File: src/rtl/flash_arb_pkg.sv
// Shared types and constants for the two-requester Flash access arbiter.
package flash_arb_pkg;

    typedef enum logic [2:0] {
        ST_IDLE,
        ST_ISSUE,
        ST_WAIT,
        ST_RESP,
        ST_DRAIN
    } arb_state_t;

    typedef struct packed {
        logic       rw;
        logic [7:0] addr;
        logic [7:0] wdata;
    } flash_req_t;

    localparam logic FLOW_READ       = 1'b0;
    localparam logic FLOW_WRITE      = 1'b1;
    localparam int   DEFAULT_TIMEOUT = 50000;

    // Round-robin pick: on contention the requester not served last wins.
    function automatic logic rr_pick(input logic req0, input logic req1, input logic last);
        if (req0 && req1) begin
            return ~last;
        end
        return ~req0;
    endfunction

endpackage

File: src/rtl/flash_timeout_ctr.sv
// Access watchdog: counts enabled cycles after a clear and flags expiry.
// Latency: expired rises one cycle after the count reaches TIMEOUT_CYCLES-1.
// Backpressure: none; the count saturates and holds until cleared.
module flash_timeout_ctr
    import flash_arb_pkg::*;
#(
    parameter int TIMEOUT_CYCLES = DEFAULT_TIMEOUT
) (
    input  logic clk,
    input  logic rst,
    input  logic clr,
    input  logic en,
    output logic expired
);

    localparam int            CW    = $clog2(TIMEOUT_CYCLES);
    localparam logic [CW-1:0] LIMIT = CW'(TIMEOUT_CYCLES - 1);

    logic [CW-1:0] cnt;

    // Expiry is registered, so the abort lands on the cycle after the limit is hit.
    always_ff @(posedge clk) begin
        if (rst || clr) begin
            cnt     <= '0;
            expired <= 1'b0;
        end else if (en) begin
            if (cnt == LIMIT) begin
                expired <= 1'b1;
            end else begin
                cnt <= cnt + CW'(1);
            end
        end
    end

endmodule

File: src/rtl/flash_arbiter.sv
// Round-robin share of one byte-wide Flash handshake between two requesters.
// Latency: REQ to DONE is 3 cycles minimum; a timeout aborts TIMEOUT_CYCLES+2 after FL_TRG.
// Backpressure: requests wait in IDLE while Flash still reports done or another access runs.
module flash_arbiter
    import flash_arb_pkg::*;
#(
    parameter int TIMEOUT_CYCLES = DEFAULT_TIMEOUT
) (
    input  logic       CLK_50MHZ,
    input  logic       RST,
    input  logic       REQ0,
    input  logic       REQ1,
    input  logic       RW0,
    input  logic       RW1,
    input  logic [7:0] ADDR0,
    input  logic [7:0] ADDR1,
    input  logic [7:0] WDATA0,
    input  logic [7:0] WDATA1,
    output logic       DONE0,
    output logic       DONE1,
    output logic       ERR0,
    output logic       ERR1,
    output logic [7:0] RDATA,
    output logic       BUSY,
    output logic       FL_TRG,
    output logic       FL_FLOW,
    output logic [7:0] FL_ADDR,
    output logic [7:0] FL_DATA_OUT,
    input  logic [7:0] FL_DATA_IN,
    input  logic       FL_STATUS
);

    arb_state_t state, state_nxt;
    flash_req_t req_sel;
    logic       win_idx;
    logic       grant;
    logic       gnt_idx;
    logic       rr_last;
    logic       err_flag;
    logic       tmo_clr;
    logic       tmo_en;
    logic       tmo_expired;

    assign win_idx = rr_pick(REQ0, REQ1, rr_last);
    assign grant   = (state == ST_IDLE) && !FL_STATUS && (REQ0 || REQ1);

    always_comb begin
        req_sel = '0;
        if (win_idx) begin
            req_sel.rw    = RW1;
            req_sel.addr  = ADDR1;
            req_sel.wdata = WDATA1;
        end else begin
            req_sel.rw    = RW0;
            req_sel.addr  = ADDR0;
            req_sel.wdata = WDATA0;
        end
    end

    flash_timeout_ctr #(
        .TIMEOUT_CYCLES(TIMEOUT_CYCLES)
    ) u_timeout (
        .clk    (CLK_50MHZ),
        .rst    (RST),
        .clr    (tmo_clr),
        .en     (tmo_en),
        .expired(tmo_expired)
    );

    always_ff @(posedge CLK_50MHZ) begin
        if (RST) begin
            state <= ST_IDLE;
        end else begin
            state <= state_nxt;
        end
    end

    always_comb begin
        state_nxt = state;
        FL_TRG    = 1'b0;
        BUSY      = (state != ST_IDLE);
        DONE0     = 1'b0;
        DONE1     = 1'b0;
        ERR0      = 1'b0;
        ERR1      = 1'b0;
        tmo_clr   = 1'b0;
        tmo_en    = 1'b0;
        case (state)
            ST_IDLE: begin
                if (grant) begin
                    state_nxt = ST_ISSUE;
                end
            end
            ST_ISSUE: begin
                FL_TRG    = 1'b1;
                tmo_clr   = 1'b1;
                state_nxt = ST_WAIT;
            end
            ST_WAIT: begin
                tmo_en = 1'b1;
                // Flash completion outranks a simultaneous expiry.
                if (FL_STATUS || tmo_expired) begin
                    state_nxt = ST_RESP;
                end
            end
            ST_RESP: begin
                DONE0     = ~gnt_idx;
                DONE1     = gnt_idx;
                ERR0      = ~gnt_idx & err_flag;
                ERR1      = gnt_idx & err_flag;
                state_nxt = ST_DRAIN;
            end
            ST_DRAIN: begin
                if (!FL_STATUS) begin
                    state_nxt = ST_IDLE;
                end
            end
            default: state_nxt = ST_IDLE;
        endcase
    end

    always_ff @(posedge CLK_50MHZ) begin
        if (RST) begin
            gnt_idx     <= 1'b0;
            rr_last     <= 1'b1;
            err_flag    <= 1'b0;
            RDATA       <= '0;
            FL_FLOW     <= FLOW_READ;
            FL_ADDR     <= '0;
            FL_DATA_OUT <= '0;
        end else begin
            case (state)
                ST_IDLE: begin
                    if (grant) begin
                        gnt_idx     <= win_idx;
                        FL_FLOW     <= req_sel.rw;
                        FL_ADDR     <= req_sel.addr;
                        FL_DATA_OUT <= req_sel.wdata;
                    end
                end
                ST_WAIT: begin
                    if (FL_STATUS) begin
                        err_flag <= 1'b0;
                        if (FL_FLOW == FLOW_READ) begin
                            RDATA <= FL_DATA_IN;
                        end
                    end else if (tmo_expired) begin
                        err_flag <= 1'b1;
                    end
                end
                ST_RESP: begin
                    rr_last <= gnt_idx;
                end
                default: ;
            endcase
        end
    end

endmodule

File: config.mk
export PLATFORM = sky130hd
export DESIGN_NAME = flash_arbiter
export DESIGN_NICKNAME = d
export VERILOG_FILES = /design/src/rtl/flash_arb_pkg.sv /design/src/rtl/flash_timeout_ctr.sv /design/src/rtl/flash_arbiter.sv
export SDC_FILE = /design/constraint.sdc
export NUM_CORES = 1
export LEC_CHECK = 0
export CORE_UTILIZATION = 48
export DETAILED_ROUTE_END_ITERATION = 10
export PLACE_DENSITY = 0.85
export SYNTH_ARGS = -nofsm -noshare
export SYNTH_HDL_FRONTEND = slang
export SYNTH_SLANG_ARGS = --single-unit
File: constraint.sdc
create_clock -name CLK_50MHZ -period 5.41 [get_ports CLK_50MHZ]
set_clock_uncertainty 0.05 [all_clocks]
set_input_delay 1.082 -clock CLK_50MHZ [delete_from_list [all_inputs] [get_ports CLK_50MHZ]]
set_output_delay 1.082 -clock CLK_50MHZ [all_outputs]
set_load 0.01 [all_outputs]
==> results.md, run 1 <==
* Overflow after GRT at 0
* Worst-margin pin slew at 1252 ps
* Cts hold-fix bufs at 0
* Setup bufs post-CTS at 0
* Worst slew margin at around 16%
* Reg2reg path depth at 4
* Die area at around 5000 um^2
* DR vias at 1970
* Antenna Nets Post-Route at 0
* Minimum clock period at around 3000 ps
* FP Rows at 24
* Number of synthesized flops with an enable pin at 0
* Global Route Usage Sum at 21.51%
* Root Buffer: clkbuf_8
* Post-Syn Area per Cell at 9.508 um^2
* Pwr dens at roughly 240 nW/um^2
* Combinational fraction of design power at 19.2%
* Clk sinks at 48
* Worst hold path type: flip-flop to flip-flop
* Cell Count, Final, Fillers Out at between 300 and 400
* Final Hold Vio Count at 0
* Cell area after layout at 3070 um^2
* Switching Share at around a quarter
* Mapped Nets at 280
* Critical Path Sink: ERR1
* Vias in the first global route at 1935
* Commonest non-fill, non-tap cell in the layout: clkdlybuf4s50_1
* Routed wire length at ~4.9 mm
* Placed inst area at roughly 3000 um^2
* R2r startpoint: u_timeout.cnt[4]$_SDFFE_PP0P_
* Post-DR vias/cell at ~5.5
* Commonest non-fill, non-tap cells in the layout: clkdlybuf4s50_1, dfxtp_1, nor2_1
* Worst skew pair latency at ~300 ps
* Period utilisation layout at ~56%
* Initial antenna violation count at 0
* Share of layout cells above drive strength 1 at 9.539%
* Final worst slack at 2378 ps
* Clk slew on worst S/H paths at around 90 ps
* First-pass GRT wire length at ~8.5 mm
* R2R Setup Slk at ~3000 ps
* CTS tree: built
* DIE WIDTH at about 70 um
* Clk network pwr share at ~30%
* RSZ-0062 raised after global routing: no
* Filler Cells Inserted at 336
* Resized cells post-CTS at 0
* Crit-path max FO at 7
* Max Root-Sink Buffers at 2
* Die height at ~70 um
* LEAKAGE at 1.059 nW
* Reg-to-reg endpoint: u_timeout.cnt[5]$_SDFFE_PP0P_
* Startpoint Class: flip-flop
* Area delta synth->final at 39.19%
* Drt wl/cell at ~14 um
* Drt pass-1 iters at 4
* Placer Congestion at between 0.7 and 0.8
* Synth unique cells at between 40 and 50
* IO Pins at 78
* CTS Buf Count at 5
* Top achievable clock speed at 0.3298 GHz
* Synth Instances at around 230
* Mapped Area at 2206 um^2
* Worst IR Drop VDD at around 0.11 mV
* Pin count of the biggest net entering global routing at 36
* Placeable Area at 4384 um^2
* Asr flop ratio synth at 0%
* Residual DRC at 0
* # diodes at 0
* Status: finished, final reports clean
* Post-synthesis sequential area ratio at a little over two fifths
* Final TNS setup at 0 ps
* Initial core utilization at between 50% and 60%
* Worst endpoint required time at 4280 ps
* CTS H-tree depth at 2
* Final Max Slew Viols at 0
* Psw at between 0.00015 and 0.0002 W
* PortBufs at 77
* Synth Flop Type: dfxtp_1
* Placed Cells at around 350
* Power share of the sequential group at between 50% and 60%
* Final setup vio count at 0
* HPWL Detailed at around 3.6 mm
* Pint at around 0.00056 W
* CP Capture Type: output pin
* Yosys reg bits at between 40 and 50
* Max Cap Viol at 0
* Placement Setup Slack at roughly 2100 ps
* Warnings, synthesis at 0
* Crit path from: state[0]$_SDFFE_PP0P_
* Setup CP Type: flip-flop to output pin
* Worst Path Arrival at 1900 ps
* Nets at about 350
* DR iter-0 viols at 99
* Hold slack at approximately 450 ps
-- state kept, by name, indices dropped and copies added (netlist names) --
| name | flops |
|---|---|
| u_timeout.cnt | 16 |
| FL_ADDR | 8 |
| FL_DATA_OUT | 8 |
| RDATA | 8 |
| state | 3 |
| FL_FLOW | 1 |
| err_flag | 1 |
| gnt_idx | 1 |
| rr_last | 1 |
| u_timeout.expired | 1 |
-- cells by family after synthesis --
kind of cell / after synthesis / synth area share [%]
AOI/OAI and AO/OA: 53 / 16.39
xor gates and xnor gates: 2 / 0.7942
adders and majority gates: 1 / 0.5671
buffers and inverters: 17 / 4.140
DFF: 48 / 43.56
muxes: 27 / 12.25
and+or+nand+nor: 84 / 22.29
-- through the flow --
stage               power (W)  util (%)
finish              0.0007473     70.03
global route        0.0007826     70.03
CTS                 0.0007574     70.03
detailed placement  0.0005362     67.95
global placement    0.0005334     67.95
floorplan           0.0004600         -
-- Yosys cell counts, types with 2 or more instances --
master,number,area [um^2]
dfxtp_1,48,960.9
nor2_1,35,131.4
mux2i_1,27,270.3
a211oi_1,18,135.1
a21oi_1,13,65.06
o21ai_1,8,40.04
or3_2,8,60.06
clkbuf_1,7,26.28
nand3_1,7,35.03
inv_1,4,15.01
nand2_1,4,15.01
nand4_1,4,25.02
o21ai_0,4,20.02
a21oi_2,3,26.28
buf_2,3,15.01
nand4bb_1,3,33.78
o31ai_1,3,22.52
and2_1,2,12.51
nand3b_1,2,15.01
nor4_1,2,12.51
or3_1,2,12.51
or4_1,2,15.01
-- power groups by stage --
stage	Combinational, W	Clock, W	Sequential (W)
after floorplan	0.0000633	0	0.000397
after global placement	0.000142	0	0.000391
after global routing	0.000157	0.000239	0.000387
after CTS	0.000145	0.000229	0.000384
final	0.000144	0.000220	0.000384
after detailed placement	0.000145	0	0.000391
-- critical path: stages (launching register included) --
cell	delay, ps
dfxtp_1	460
nand3b_1	190
nor2_1	250
and2_1	170
clkdlybuf4s50_1	530
-- final cells by class --
class,count,area [um^2],share of cell area [%]
clock buffers,6,82.58,2.689
clock inverters,1,8.758,0.2852
inverters,4,15.01,0.4890
multi-input cells,167,1160,37.78
flip-flops and latches,48,960.9,31.30
well taps,52,65.06,2.119
repair buffers,78,778.2,25.35
-- routing by layer --
metal	track usage [%]	vias up	share of wire [%]
li1	-	1006	-
met5	0	-	0
met3	9.012	4	9.5
met2	33.55	58	45
met1	26.51	902	45
met4	7.778	0	0.49
-- worst min path at each step --
stage	slack (ps)	from	cells after the start	end
3_5_place_dp	430	u_timeout.cnt[14]$_SDFFE_PP0P_	2	u_timeout.cnt[14]$_SDFFE_PP0P_
5_1_grt	460	rr_last$_SDFFE_PP1N_	1	rr_last$_SDFFE_PP1N_
2_1_floorplan	380	rr_last$_SDFFE_PP1N_	1	rr_last$_SDFFE_PP1N_
6_report	450	rr_last$_SDFFE_PP1N_	1	rr_last$_SDFFE_PP1N_
3_3_place_gp	420	rr_last$_SDFFE_PP1N_	1	rr_last$_SDFFE_PP1N_
4_1_cts	450	u_timeout.cnt[14]$_SDFFE_PP0P_	2	u_timeout.cnt[14]$_SDFFE_PP0P_
Power figures use the tool's default switching activity.
==> run 2, diff against run 1 <==
- CORE_UTILIZATION: 48 -> 40
- PLACE_DENSITY: 0.85 -> 0.75
- clock period: 5.41 -> 2.7 ns (I/O delays scaled with it)
==> run 2 against run 1 <==
  * Die area up 19%
  * Final area up 1.4%
  * Utilization down 10 points
  * Combinational power up 100%
  * Setup slack worse by 2100 ps
  * Routed wire length up 1.0%
  * Clock power up 99%
  * Critical path type unchanged
==> results.md, run 2 (synthesis gave the netlist of run 1 again) <==
* HPWL Detailed at 3.639 mm (+0.80%)
* IO Pins at 78 (unchanged)
* Max Root-Sink Buffers at 2 (unchanged)
* Final TNS setup at 0 ps (unchanged)
* Clk sinks at 48 (unchanged)
* Pin count of the biggest net entering global routing at 36 (unchanged)
* Cts hold-fix bufs at 0 (unchanged)
* Pwr dens at 480.3 nW/um^2 (+97%)
* Worst hold path type: flip-flop to flip-flop
* Hold slack at 444.9 ps (-4.546 ps)
* Antenna Nets Post-Route at 0 (unchanged)
* Max Cap Viol at 0 (unchanged)
* Setup CP Type: flip-flop to output pin
* Period utilisation layout at between 80% and 90%
* Clk network pwr share at 29.2% (-0.2 points)
* DR iter-0 viols at 47 (-53%)
* DR vias at 1950 (-1.0%)
* Commonest non-fill, non-tap cell in the layout: clkdlybuf4s50_1
* Placed Cells at 370 (+6.0%)
* Status: finished, final reports clean
* Delay-heaviest family, CP: simple AND/OR/NAND/NOR gates
* Worst IR Drop VDD at 0.2392 mV (+120%)
* Minimum clock period at between 2000 and 2500 ps
* Root Buffer: clkbuf_8
* Nets at 355 (+0.85%)
* Power share of the sequential group at 51.3% (about the same)
* Placer Congestion at 0.7267 (-6.3%)
* Routed wire length at 4.961 mm (+1.0%)
* Combinational fraction of design power at 19.5% (+0.3 points)
* Slowest CP cell: clkdlybuf4s50_1
* Worst skew pair latency at 300 ps (about the same)
* FP Rows at 26 (+8.3%)
* PortBufs at 77 (unchanged)
* Pint at 0.001122 W (+100%)
* Crit-path max FO at 7 (unchanged)
* Setup bufs post-CTS at 0 (unchanged)
* Final setup vio count at 0 (unchanged)
* Final Max Slew Viols at 0 (unchanged)
* LEAKAGE at 1.072 nW (+1.2%)
* Residual DRC at 0 (unchanged)
* Filler Cells Inserted at 487 (+45%)
* CTS tree: built
* Buf/Inv on CP at 1 (unchanged)
* Share of layout cells above drive strength 1 at 10.06% (+0.53 points)
* First-pass GRT wire length at 8.300 mm (-2.4%)
* Drt pass-1 iters at 4 (unchanged)
* Placeable Area at 5205 um^2 (+19%)
* Switching Share at 25.01% (-0.58 points)
* Worst endpoint required time at 2110 ps (-2170 ps)
* Resized cells post-CTS at 0 (unchanged)
* Startpoint Class: flip-flop
* Initial core utilization at 42.38% (-7.9 points)
* Worst slew margin at 68.33% (+52 points)
* Die height at 76.26 um (+9.3%)
* Initial antenna violation count at 0 (unchanged)
* RSZ-0062 raised after global routing: no
* Largest reg by FF count: u_timeout.cnt
* Cell Count, Final, Fillers Out at 378 (+6.2%)
* DIE WIDTH at 76.26 um (+9.3%)
* CP Capture Type: output pin
* CTS H-tree depth at 2 (unchanged)
* Number of flip-flops under the largest register name at 16 (unchanged)
* Worst Path Arrival at 1820 ps (-80 ps)
* Vias in the first global route at 1793 (-7.3%)
* Overflow after GRT at 0 (unchanged)
* Total Power at 0.001496 W (+100%)
* Drt wl/cell at 13.12 um (-4.9%)
* Global Route Usage Sum at 17.69% (-3.8 points)
* Die area at 5816 um^2 (+19%)
* Clk slew on worst S/H paths at 90 ps (about the same)
* Final Hold Vio Count at 0 (unchanged)
* Post-DR vias/cell at 5.159 (-6.8%)
* Area delta synth->final at 41.18%
* Commonest non-fill, non-tap cells in the layout: clkdlybuf4s50_1, dfxtp_1, nor2_1
* CTS Buf Count at 5 (unchanged)
* Crit path cell chain: nand3b_1 -> nor2_1 -> and2_1 -> clkdlybuf4s50_1
* Psw at 0.0003741 W (+96%)
* Worst-margin pin slew at 475.1 ps (-777.1 ps)
* Top achievable clock speed at 0.4151 GHz
* # diodes at 0 (unchanged)
* Slowest stage delay, CP at 530 ps (about the same)
-- run 2: cell count changes in the layout (fill, tap and decap cells not counted), sizes merged --
cell	delta
clkinv	-1
clkbuf	+2
buf	+3
-- run 2: worst register-to-register path, delay by kind of cell (launching register included) --
kind / cells / cell delay, ps
AO/OA/AOI/OAI: 2 / 310
buffers and inverters: 1 / 230
flip-flops: 1 / 430
AND/OR/NAND/NOR: 2 / 980
-- run 2: routing by layer --
layer,part of all wire (%),vias to the layer above,track usage (%)
met5,0,-,0
met4,1.2,0,5.192
met3,8.5,6,7.784
met2,44,56,28.02
met1,46,885,21.61
li1,-,1003,-
-- run 2: power groups by stage --
stage,sequential (W),combinational [W],clock (W)
after detailed placement,0.000783,0.000294,0
final,0.000767,0.000291,0.000437
after global routing,0.000773,0.000317,0.000478
after CTS,0.000768,0.000295,0.000451
after floorplan,0.000795,0.000127,0
after global placement,0.000783,0.000291,0
-- run 2: final cells by class --
| type | count | area (um^2) | share of cell area (%) |
|---|---|---|---|
| timing repair buffer | 81 | 800.8 | 25.71 |
| inverter | 4 | 15.01 | 0.4821 |
| sequential | 48 | 960.9 | 30.86 |
| tap | 70 | 87.58 | 2.812 |
| clock buffer | 8 | 90.09 | 2.893 |
| multi-input combinational | 167 | 1160 | 37.24 |
-- run 2: metrics by stage --
stage	worst slack [ps]	cell area [um^2]	utilization [%]
after CTS	277.7	3114	59.83
after detailed placement	549.2	3024	58.10
final	290.9	3114	59.83
after global placement	594.7	3024	58.10
after floorplan	772.4	2206	-
after global routing	131.6	3114	59.83
-- run 2: final timing paths --
kind | slack, ps | depth (start not counted) | endpoint | startpoint
worst min-delay path | 440 | 2 | u_timeout.cnt[15]$_SDFFE_PP0P_ | u_timeout.cnt[15]$_SDFFE_PP0P_
worst min register to register | 440 | 2 | u_timeout.cnt[15]$_SDFFE_PP0P_ | u_timeout.cnt[15]$_SDFFE_PP0P_
worst max-delay path | 290 | 4 | ERR0 | state[0]$_SDFFE_PP0P_
worst max register to register | 650 | 5 | u_timeout.cnt[7]$_SDFFE_PP0P_ | state[1]$_SDFFE_PP0P_
